$ cat config.mk
export PLATFORM = sky130hd
export DESIGN_NAME = dmem_arbiter_flat
export DESIGN_NICKNAME = d
export VERILOG_FILES = /design/src/rtl/dmem_arbiter_if.sv /design/src/rtl/dmem_arbiter.sv /design/src/flat_wrapper.sv
export SDC_FILE = /design/constraint.sdc
export NUM_CORES = 1
export LEC_CHECK = 0
export CAP_MARGIN = 20
export CORE_MARGIN = 2
export CORE_UTILIZATION = 25
export CTS_CLUSTER_SIZE = 8
export DETAILED_ROUTE_END_ITERATION = 16
export PLACE_DENSITY = 0.75
export SYNTH_ARGS = -nofsm -noshare
export SYNTH_HDL_FRONTEND = slang
export SYNTH_SLANG_ARGS = --single-unit
$ cat constraint.sdc
create_clock -name clk -period 2.7 [get_ports clk]
set_input_delay 0.405 -clock clk [delete_from_list [all_inputs] [get_ports clk]]
set_output_delay 0.405 -clock clk [all_outputs]
set_load 0.01 [all_outputs]
$ cat src/rtl/dmem_arbiter_if.sv
// Request/response bundle between two requesters (core, net), the data-memory
// arbiter and the data memory. The arbiter attaches through the slave modport.
interface dmem_arbiter_if #(
    parameter int ADDR_W = 12
);
    logic              core_valid_i;
    logic              core_wen_i;
    logic              core_byte_i;
    logic [ADDR_W-1:0] core_addr_i;
    logic [31:0]       core_wdata_i;
    logic              core_ack_o;
    logic              core_rvalid_o;
    logic [31:0]       core_rdata_o;

    logic              net_valid_i;
    logic              net_wen_i;
    logic              net_byte_i;
    logic [ADDR_W-1:0] net_addr_i;
    logic [31:0]       net_wdata_i;
    logic              net_ack_o;
    logic              net_rvalid_o;
    logic [31:0]       net_rdata_o;

    logic              mem_valid_o;
    logic              mem_wen_o;
    logic              mem_byte_o;
    logic [ADDR_W-1:0] mem_addr_o;
    logic [31:0]       mem_wdata_o;
    logic              mem_yumi_i;
    logic              mem_rvalid_i;
    logic [31:0]       mem_rdata_i;
    logic              mem_yumi_o;

    modport slave (
        input  core_valid_i, core_wen_i, core_byte_i, core_addr_i, core_wdata_i,
        output core_ack_o, core_rvalid_o, core_rdata_o,
        input  net_valid_i, net_wen_i, net_byte_i, net_addr_i, net_wdata_i,
        output net_ack_o, net_rvalid_o, net_rdata_o,
        output mem_valid_o, mem_wen_o, mem_byte_o, mem_addr_o, mem_wdata_o,
        input  mem_yumi_i, mem_rvalid_i, mem_rdata_i,
        output mem_yumi_o
    );

    modport master (
        output core_valid_i, core_wen_i, core_byte_i, core_addr_i, core_wdata_i,
        input  core_ack_o, core_rvalid_o, core_rdata_o,
        output net_valid_i, net_wen_i, net_byte_i, net_addr_i, net_wdata_i,
        input  net_ack_o, net_rvalid_o, net_rdata_o,
        input  mem_valid_o, mem_wen_o, mem_byte_o, mem_addr_o, mem_wdata_o,
        output mem_yumi_i, mem_rvalid_i, mem_rdata_i,
        input  mem_yumi_o
    );
endinterface

$ cat src/rtl/dmem_arbiter.sv
// Round-robin arbiter sharing one data-memory port between core and net,
// one outstanding transaction at a time, with a sticky response-timeout flag.
module dmem_arbiter #(
    parameter int ADDR_W  = 12,
    parameter int TIMEOUT = 255
) (
    input  logic           clk,
    input  logic           reset,
    dmem_arbiter_if.slave  bus,
    output logic           busy_o,
    output logic           owner_o,
    output logic           err_o
);
    typedef enum logic [1:0] {
        DMEM_IDLE      = 2'd0,
        DMEM_REQ_SENT  = 2'd1,
        DMEM_REQ_ACKED = 2'd2
    } dmem_req_state_e;

    localparam logic [7:0] TIMEOUT_C = TIMEOUT[7:0];

    dmem_req_state_e   state_q;
    logic              last_grant_q;   // 1 = net was granted last
    logic              owner_q;
    logic              wen_q;
    logic              byte_q;
    logic [ADDR_W-1:0] addr_q;
    logic [31:0]       wdata_q;
    logic [7:0]        wait_cnt_q;
    logic [7:0]        wait_cnt_d;
    logic              err_q;

    logic              grant_s;
    logic              grant_net_s;
    logic              resp_s;

    // Same-cycle grant decision; a tie goes to whoever did not win last time.
    always_comb begin
        grant_s     = 1'b0;
        grant_net_s = 1'b0;
        if ((state_q == DMEM_IDLE) && !reset) begin
            if (bus.core_valid_i && bus.net_valid_i) begin
                grant_s     = 1'b1;
                grant_net_s = ~last_grant_q;
            end else if (bus.core_valid_i) begin
                grant_s     = 1'b1;
                grant_net_s = 1'b0;
            end else if (bus.net_valid_i) begin
                grant_s     = 1'b1;
                grant_net_s = 1'b1;
            end else begin
                grant_s     = 1'b0;
                grant_net_s = 1'b0;
            end
        end else begin
            grant_s     = 1'b0;
            grant_net_s = 1'b0;
        end
    end

    // Saturating next value of the response wait counter.
    always_comb begin
        wait_cnt_d = wait_cnt_q;
        if (wait_cnt_q == 8'hFF) begin
            wait_cnt_d = 8'hFF;
        end else begin
            wait_cnt_d = wait_cnt_q + 8'd1;
        end
    end

    assign resp_s = (state_q == DMEM_REQ_ACKED) && bus.mem_rvalid_i && !reset;

    // Transaction FSM with command capture, wait counter and sticky error.
    always_ff @(posedge clk) begin
        if (reset) begin
            state_q      <= DMEM_IDLE;
            last_grant_q <= 1'b1;
            owner_q      <= 1'b0;
            wen_q        <= 1'b0;
            byte_q       <= 1'b0;
            addr_q       <= '0;
            wdata_q      <= 32'h0000_0000;
            wait_cnt_q   <= 8'd0;
            err_q        <= 1'b0;
        end else begin
            case (state_q)
                DMEM_IDLE: begin
                    if (grant_s) begin
                        state_q      <= DMEM_REQ_SENT;
                        owner_q      <= grant_net_s;
                        last_grant_q <= grant_net_s;
                        wen_q        <= grant_net_s ? bus.net_wen_i   : bus.core_wen_i;
                        byte_q       <= grant_net_s ? bus.net_byte_i  : bus.core_byte_i;
                        addr_q       <= grant_net_s ? bus.net_addr_i  : bus.core_addr_i;
                        wdata_q      <= grant_net_s ? bus.net_wdata_i : bus.core_wdata_i;
                    end else begin
                        state_q <= DMEM_IDLE;
                    end
                end
                DMEM_REQ_SENT: begin
                    // A response seen together with yumi is ignored; memory repeats it.
                    if (bus.mem_yumi_i) begin
                        state_q    <= DMEM_REQ_ACKED;
                        wait_cnt_q <= 8'd0;
                    end else begin
                        state_q <= DMEM_REQ_SENT;
                    end
                end
                DMEM_REQ_ACKED: begin
                    if (bus.mem_rvalid_i) begin
                        state_q <= DMEM_IDLE;
                    end else begin
                        state_q    <= DMEM_REQ_ACKED;
                        wait_cnt_q <= wait_cnt_d;
                        if (wait_cnt_d == TIMEOUT_C) begin
                            err_q <= 1'b1;
                        end else begin
                            err_q <= err_q;
                        end
                    end
                end
                default: begin
                    state_q <= DMEM_IDLE;
                end
            endcase
        end
    end

    assign bus.core_ack_o    = grant_s & ~grant_net_s;
    assign bus.net_ack_o     = grant_s &  grant_net_s;

    assign bus.core_rvalid_o = resp_s & ~owner_q;
    assign bus.net_rvalid_o  = resp_s &  owner_q;
    assign bus.core_rdata_o  = bus.core_rvalid_o ? bus.mem_rdata_i : 32'h0000_0000;
    assign bus.net_rdata_o   = bus.net_rvalid_o  ? bus.mem_rdata_i : 32'h0000_0000;
    assign bus.mem_yumi_o    = resp_s;

    assign bus.mem_valid_o   = (state_q == DMEM_REQ_SENT);
    assign bus.mem_wen_o     = wen_q;
    assign bus.mem_byte_o    = byte_q;
    assign bus.mem_addr_o    = addr_q;
    assign bus.mem_wdata_o   = wdata_q;

    assign busy_o  = (state_q != DMEM_IDLE);
    assign owner_o = owner_q;
    assign err_o   = err_q;
endmodule

$ cat src/flat_wrapper.sv
// flat-port wrapper written by rule: the top's interface ports become plain ports
module dmem_arbiter_flat 
#(
    parameter int ADDR_W  = 12,
    parameter int TIMEOUT = 255
)
  (clk, reset, busy_o, owner_o, err_o, bus_core_valid_i, bus_core_wen_i, bus_core_byte_i, bus_core_addr_i, bus_core_wdata_i, bus_core_ack_o, bus_core_rvalid_o, bus_core_rdata_o, bus_net_valid_i, bus_net_wen_i, bus_net_byte_i, bus_net_addr_i, bus_net_wdata_i, bus_net_ack_o, bus_net_rvalid_o, bus_net_rdata_o, bus_mem_valid_o, bus_mem_wen_o, bus_mem_byte_o, bus_mem_addr_o, bus_mem_wdata_o, bus_mem_yumi_i, bus_mem_rvalid_i, bus_mem_rdata_i, bus_mem_yumi_o);
  dmem_arbiter_if #(.ADDR_W(ADDR_W)) bus_i ();
  input  logic clk;
  input  logic reset;
  output logic busy_o;
  output logic owner_o;
  output logic err_o;
  input wire logic [$bits(bus_i.core_valid_i)-1:0] bus_core_valid_i;
  input wire logic [$bits(bus_i.core_wen_i)-1:0] bus_core_wen_i;
  input wire logic [$bits(bus_i.core_byte_i)-1:0] bus_core_byte_i;
  input wire logic [$bits(bus_i.core_addr_i)-1:0] bus_core_addr_i;
  input wire logic [$bits(bus_i.core_wdata_i)-1:0] bus_core_wdata_i;
  output wire logic [$bits(bus_i.core_ack_o)-1:0] bus_core_ack_o;
  output wire logic [$bits(bus_i.core_rvalid_o)-1:0] bus_core_rvalid_o;
  output wire logic [$bits(bus_i.core_rdata_o)-1:0] bus_core_rdata_o;
  input wire logic [$bits(bus_i.net_valid_i)-1:0] bus_net_valid_i;
  input wire logic [$bits(bus_i.net_wen_i)-1:0] bus_net_wen_i;
  input wire logic [$bits(bus_i.net_byte_i)-1:0] bus_net_byte_i;
  input wire logic [$bits(bus_i.net_addr_i)-1:0] bus_net_addr_i;
  input wire logic [$bits(bus_i.net_wdata_i)-1:0] bus_net_wdata_i;
  output wire logic [$bits(bus_i.net_ack_o)-1:0] bus_net_ack_o;
  output wire logic [$bits(bus_i.net_rvalid_o)-1:0] bus_net_rvalid_o;
  output wire logic [$bits(bus_i.net_rdata_o)-1:0] bus_net_rdata_o;
  output wire logic [$bits(bus_i.mem_valid_o)-1:0] bus_mem_valid_o;
  output wire logic [$bits(bus_i.mem_wen_o)-1:0] bus_mem_wen_o;
  output wire logic [$bits(bus_i.mem_byte_o)-1:0] bus_mem_byte_o;
  output wire logic [$bits(bus_i.mem_addr_o)-1:0] bus_mem_addr_o;
  output wire logic [$bits(bus_i.mem_wdata_o)-1:0] bus_mem_wdata_o;
  input wire logic [$bits(bus_i.mem_yumi_i)-1:0] bus_mem_yumi_i;
  input wire logic [$bits(bus_i.mem_rvalid_i)-1:0] bus_mem_rvalid_i;
  input wire logic [$bits(bus_i.mem_rdata_i)-1:0] bus_mem_rdata_i;
  output wire logic [$bits(bus_i.mem_yumi_o)-1:0] bus_mem_yumi_o;
  assign bus_i.core_valid_i = bus_core_valid_i;
  assign bus_i.core_wen_i = bus_core_wen_i;
  assign bus_i.core_byte_i = bus_core_byte_i;
  assign bus_i.core_addr_i = bus_core_addr_i;
  assign bus_i.core_wdata_i = bus_core_wdata_i;
  assign bus_core_ack_o = bus_i.core_ack_o;
  assign bus_core_rvalid_o = bus_i.core_rvalid_o;
  assign bus_core_rdata_o = bus_i.core_rdata_o;
  assign bus_i.net_valid_i = bus_net_valid_i;
  assign bus_i.net_wen_i = bus_net_wen_i;
  assign bus_i.net_byte_i = bus_net_byte_i;
  assign bus_i.net_addr_i = bus_net_addr_i;
  assign bus_i.net_wdata_i = bus_net_wdata_i;
  assign bus_net_ack_o = bus_i.net_ack_o;
  assign bus_net_rvalid_o = bus_i.net_rvalid_o;
  assign bus_net_rdata_o = bus_i.net_rdata_o;
  assign bus_mem_valid_o = bus_i.mem_valid_o;
  assign bus_mem_wen_o = bus_i.mem_wen_o;
  assign bus_mem_byte_o = bus_i.mem_byte_o;
  assign bus_mem_addr_o = bus_i.mem_addr_o;
  assign bus_mem_wdata_o = bus_i.mem_wdata_o;
  assign bus_i.mem_yumi_i = bus_mem_yumi_i;
  assign bus_i.mem_rvalid_i = bus_mem_rvalid_i;
  assign bus_i.mem_rdata_i = bus_mem_rdata_i;
  assign bus_mem_yumi_o = bus_i.mem_yumi_o;
  dmem_arbiter #(.ADDR_W(ADDR_W), .TIMEOUT(TIMEOUT)) u_core (.clk(clk), .reset(reset), .bus(bus_i), .busy_o(busy_o), .owner_o(owner_o), .err_o(err_o));
endmodule
==> metrics.yaml <==
holdBufCountCts: 0
setup_violations: 0
clock_path_buffers: 2
gp_congestion: 0.791
synth.distinct_cells: 45
cts_made_buffers: 9
die_area_um2: 13400
drv_slew: 0
first_pass_iters: 6
ctsResizeCount: 0
coreArea_um2: 12100
power_mw: 2.68
drt_iter0_drc: 147
power.density_nw_per_um2: 436
rrSetupSlack_ns: 0.87
post_cts_buffers: 0
p_sw_frac: 0.253
rows: 40
pin_count: 249
layout_commonest_cell: "clkdlybuf4s50_1"
root_buffer: "clkbuf_16"
clock-sinks: 59
ys_ff_latch: 59
syn_avg_cell_area_um2: 8.45
hp-class: "reg2reg"
num_vias: 3659
irDropWorstVdd_mv: 0.277
grt_first_pass_wirelength_mm: 16.6
place_ws_ns: 0.0243
stdcell_area_um2: 6140
finalCriticalPeriod_ns: 2.62
synth_ff_type: "dfxtp_1"
clk_latency_ns: 0.32
instances_no_fill: 782
finClkSkew_ns: 0.00555
status: "completed"
first_global_vias: 3398
layout-drive-gt1-share: 0.0635
fin_ws_ns: 0.0811
grt_usage: 0.159
antennaDiodeCount: 0
crit_arrival_ns: 2.21
path_clk_slew_ns: 0.05
cts_tree: "done"
clockPowerShare: 0.392
grt_max_degree: 58
required_ns: 2.30
tightest_slew_ns: 0.773
post-route-period-util: 0.970
synth_enable_flop_cells: 0
drc: 0
syn_nets: 501
overflow: 0
vias_per_cell: 4.68
wl_per_cell_um: 14.7
nNetsFinal: 740
relSlewSlack: 0.484
fmax_mhz: 382
antenna_found_initial: 0
netlist_instances: 370
final_util: 0.507
p_comb_frac: 0.236
finalHoldViolations: 0
fin_hold_ws_ns: 0.462
cap_viol_max_count: 0
place_inst: 766
ant_nets: 0
power_switching_mw: 0.679
cp-start-kind: "input pin"
path_class: "in2out"
setup_tns_ns: 0
wirelength_mm: 11.5
portBuffers: 248
dpl.hpwl_mm: 9.09
cts.htree.levels: 3
die_y_um: 116
grt_setup_unrepaired: "false"
die_w_um: 116
cp_max_fo: 16
dpl-instance-area_um2: 5780
ys_seq_area_frac: 0.378
seqPwrFrac: 0.372
intPower_mw: 2.00
end_kind: "output pin"
area_growth_pct: 96.5
synthArstFlopShare: 0
ys_warn_count: 0
initial_core_util: 0.258
netlist_area_um2: 3130
mostFrequentLayoutCells: "clkdlybuf4s50_1, dfxtp_1, nand3_1, o21ai_0, mux2i_1"
p_leak_nw: 2.89
-- path summary, 6_finish.rpt --
path,start,endpoint,cells after the start
worst max-delay path,reset,bus_core_ack_o,6
worst min-delay path,u_core.bus.mem_wdata_o[30],u_core.bus.mem_wdata_o[30],2
worst max register to register,u_core.state_q[0],u_core.bus.mem_wdata_o[5],6
worst min register to register,u_core.bus.mem_wdata_o[30],u_core.bus.mem_wdata_o[30],2
-- cell type report --
class | count | area [um^2]
sequential | 59 | 1180
inverter | 3 | 11.3
multi-input combinational | 276 | 1780
tap | 168 | 210
clock inverter | 5 | 27.5
fill | 1149 | 5970
clock buffer | 11 | 253
timing repair buffer | 260 | 2680
-- synthesized netlist by cell type (2+ instances only) --
cell type | count | area [um^2]
buf_4 | 4 | 30.0
nand3_1 | 47 | 235
o21ai_1 | 5 | 25.0
buf_1 | 3 | 11.3
buf_6 | 2 | 22.5
a222oi_1 | 3 | 30.0
inv_1 | 2 | 7.51
a22oi_1 | 4 | 30.0
nor3_1 | 2 | 10.0
nand4_1 | 3 | 18.8
o21ai_0 | 45 | 225
and2_1 | 34 | 213
and3_1 | 33 | 206
o31ai_1 | 4 | 30.0
buf_2 | 6 | 30.0
dfxtp_1 | 59 | 1180
clkbuf_1 | 15 | 56.3
nor2_1 | 11 | 41.3
nand2_1 | 13 | 48.8
a21oi_1 | 8 | 40.0
mux2i_1 | 43 | 430
-- worst max-delay path: stages --
cell and delay, ns:
clkdlybuf4s50_1 0.44, buf_4 0.22, nor3_2 0.23, o21ai_4 0.09, nor2_1 0.23, clkdlybuf4s50_1 0.59
-- registers in the layout, indices dropped and copies added (netlist names) --
signal and count:
u_core.bus.mem_wdata_o 32, u_core.bus.mem_addr_o 12, u_core.wait_cnt_q 8, u_core.state_q 2, u_core.bus.mem_byte_o 1, u_core.bus.mem_wen_o 1
u_core.err_o 1, u_core.last_grant_q 1, u_core.owner_o 1
-- power groups by stage --
stage / sequential [mW] / combinational, mW / clock, mW
finish: 0.999 / 0.632 / 1.05
global route: 1.01 / 0.683 / 1.11
CTS: 1.00 / 0.642 / 1.08
detailed placement: 1.02 / 0.641 / 0
global placement: 1.01 / 0.632 / 0
floorplan: 1.05 / 0.186 / 0
-- layer usage --
layer,GRT usage,wire length (um)
met1,0.163,4060
met2,0.292,5790
met3,0.0513,1340
met4,0.0794,314
met5,0,0
-- cell families (layout without fill, tap and decap cells) --
kind of cell | count (synthesis) | in the layout | share of synthesized area
AO/OA/AOI/OAI | 77 | 77 | 0.142
adder cells (fa/ha/maj) | 1 | 1 | 0.00400
buffers and inverters | 35 | 279 | 0.0580
flip-flops | 59 | 59 | 0.378
multiplexers | 44 | 44 | 0.141
AND/OR/NAND/NOR | 154 | 154 | 0.277
Power figures use the tool's default switching activity.
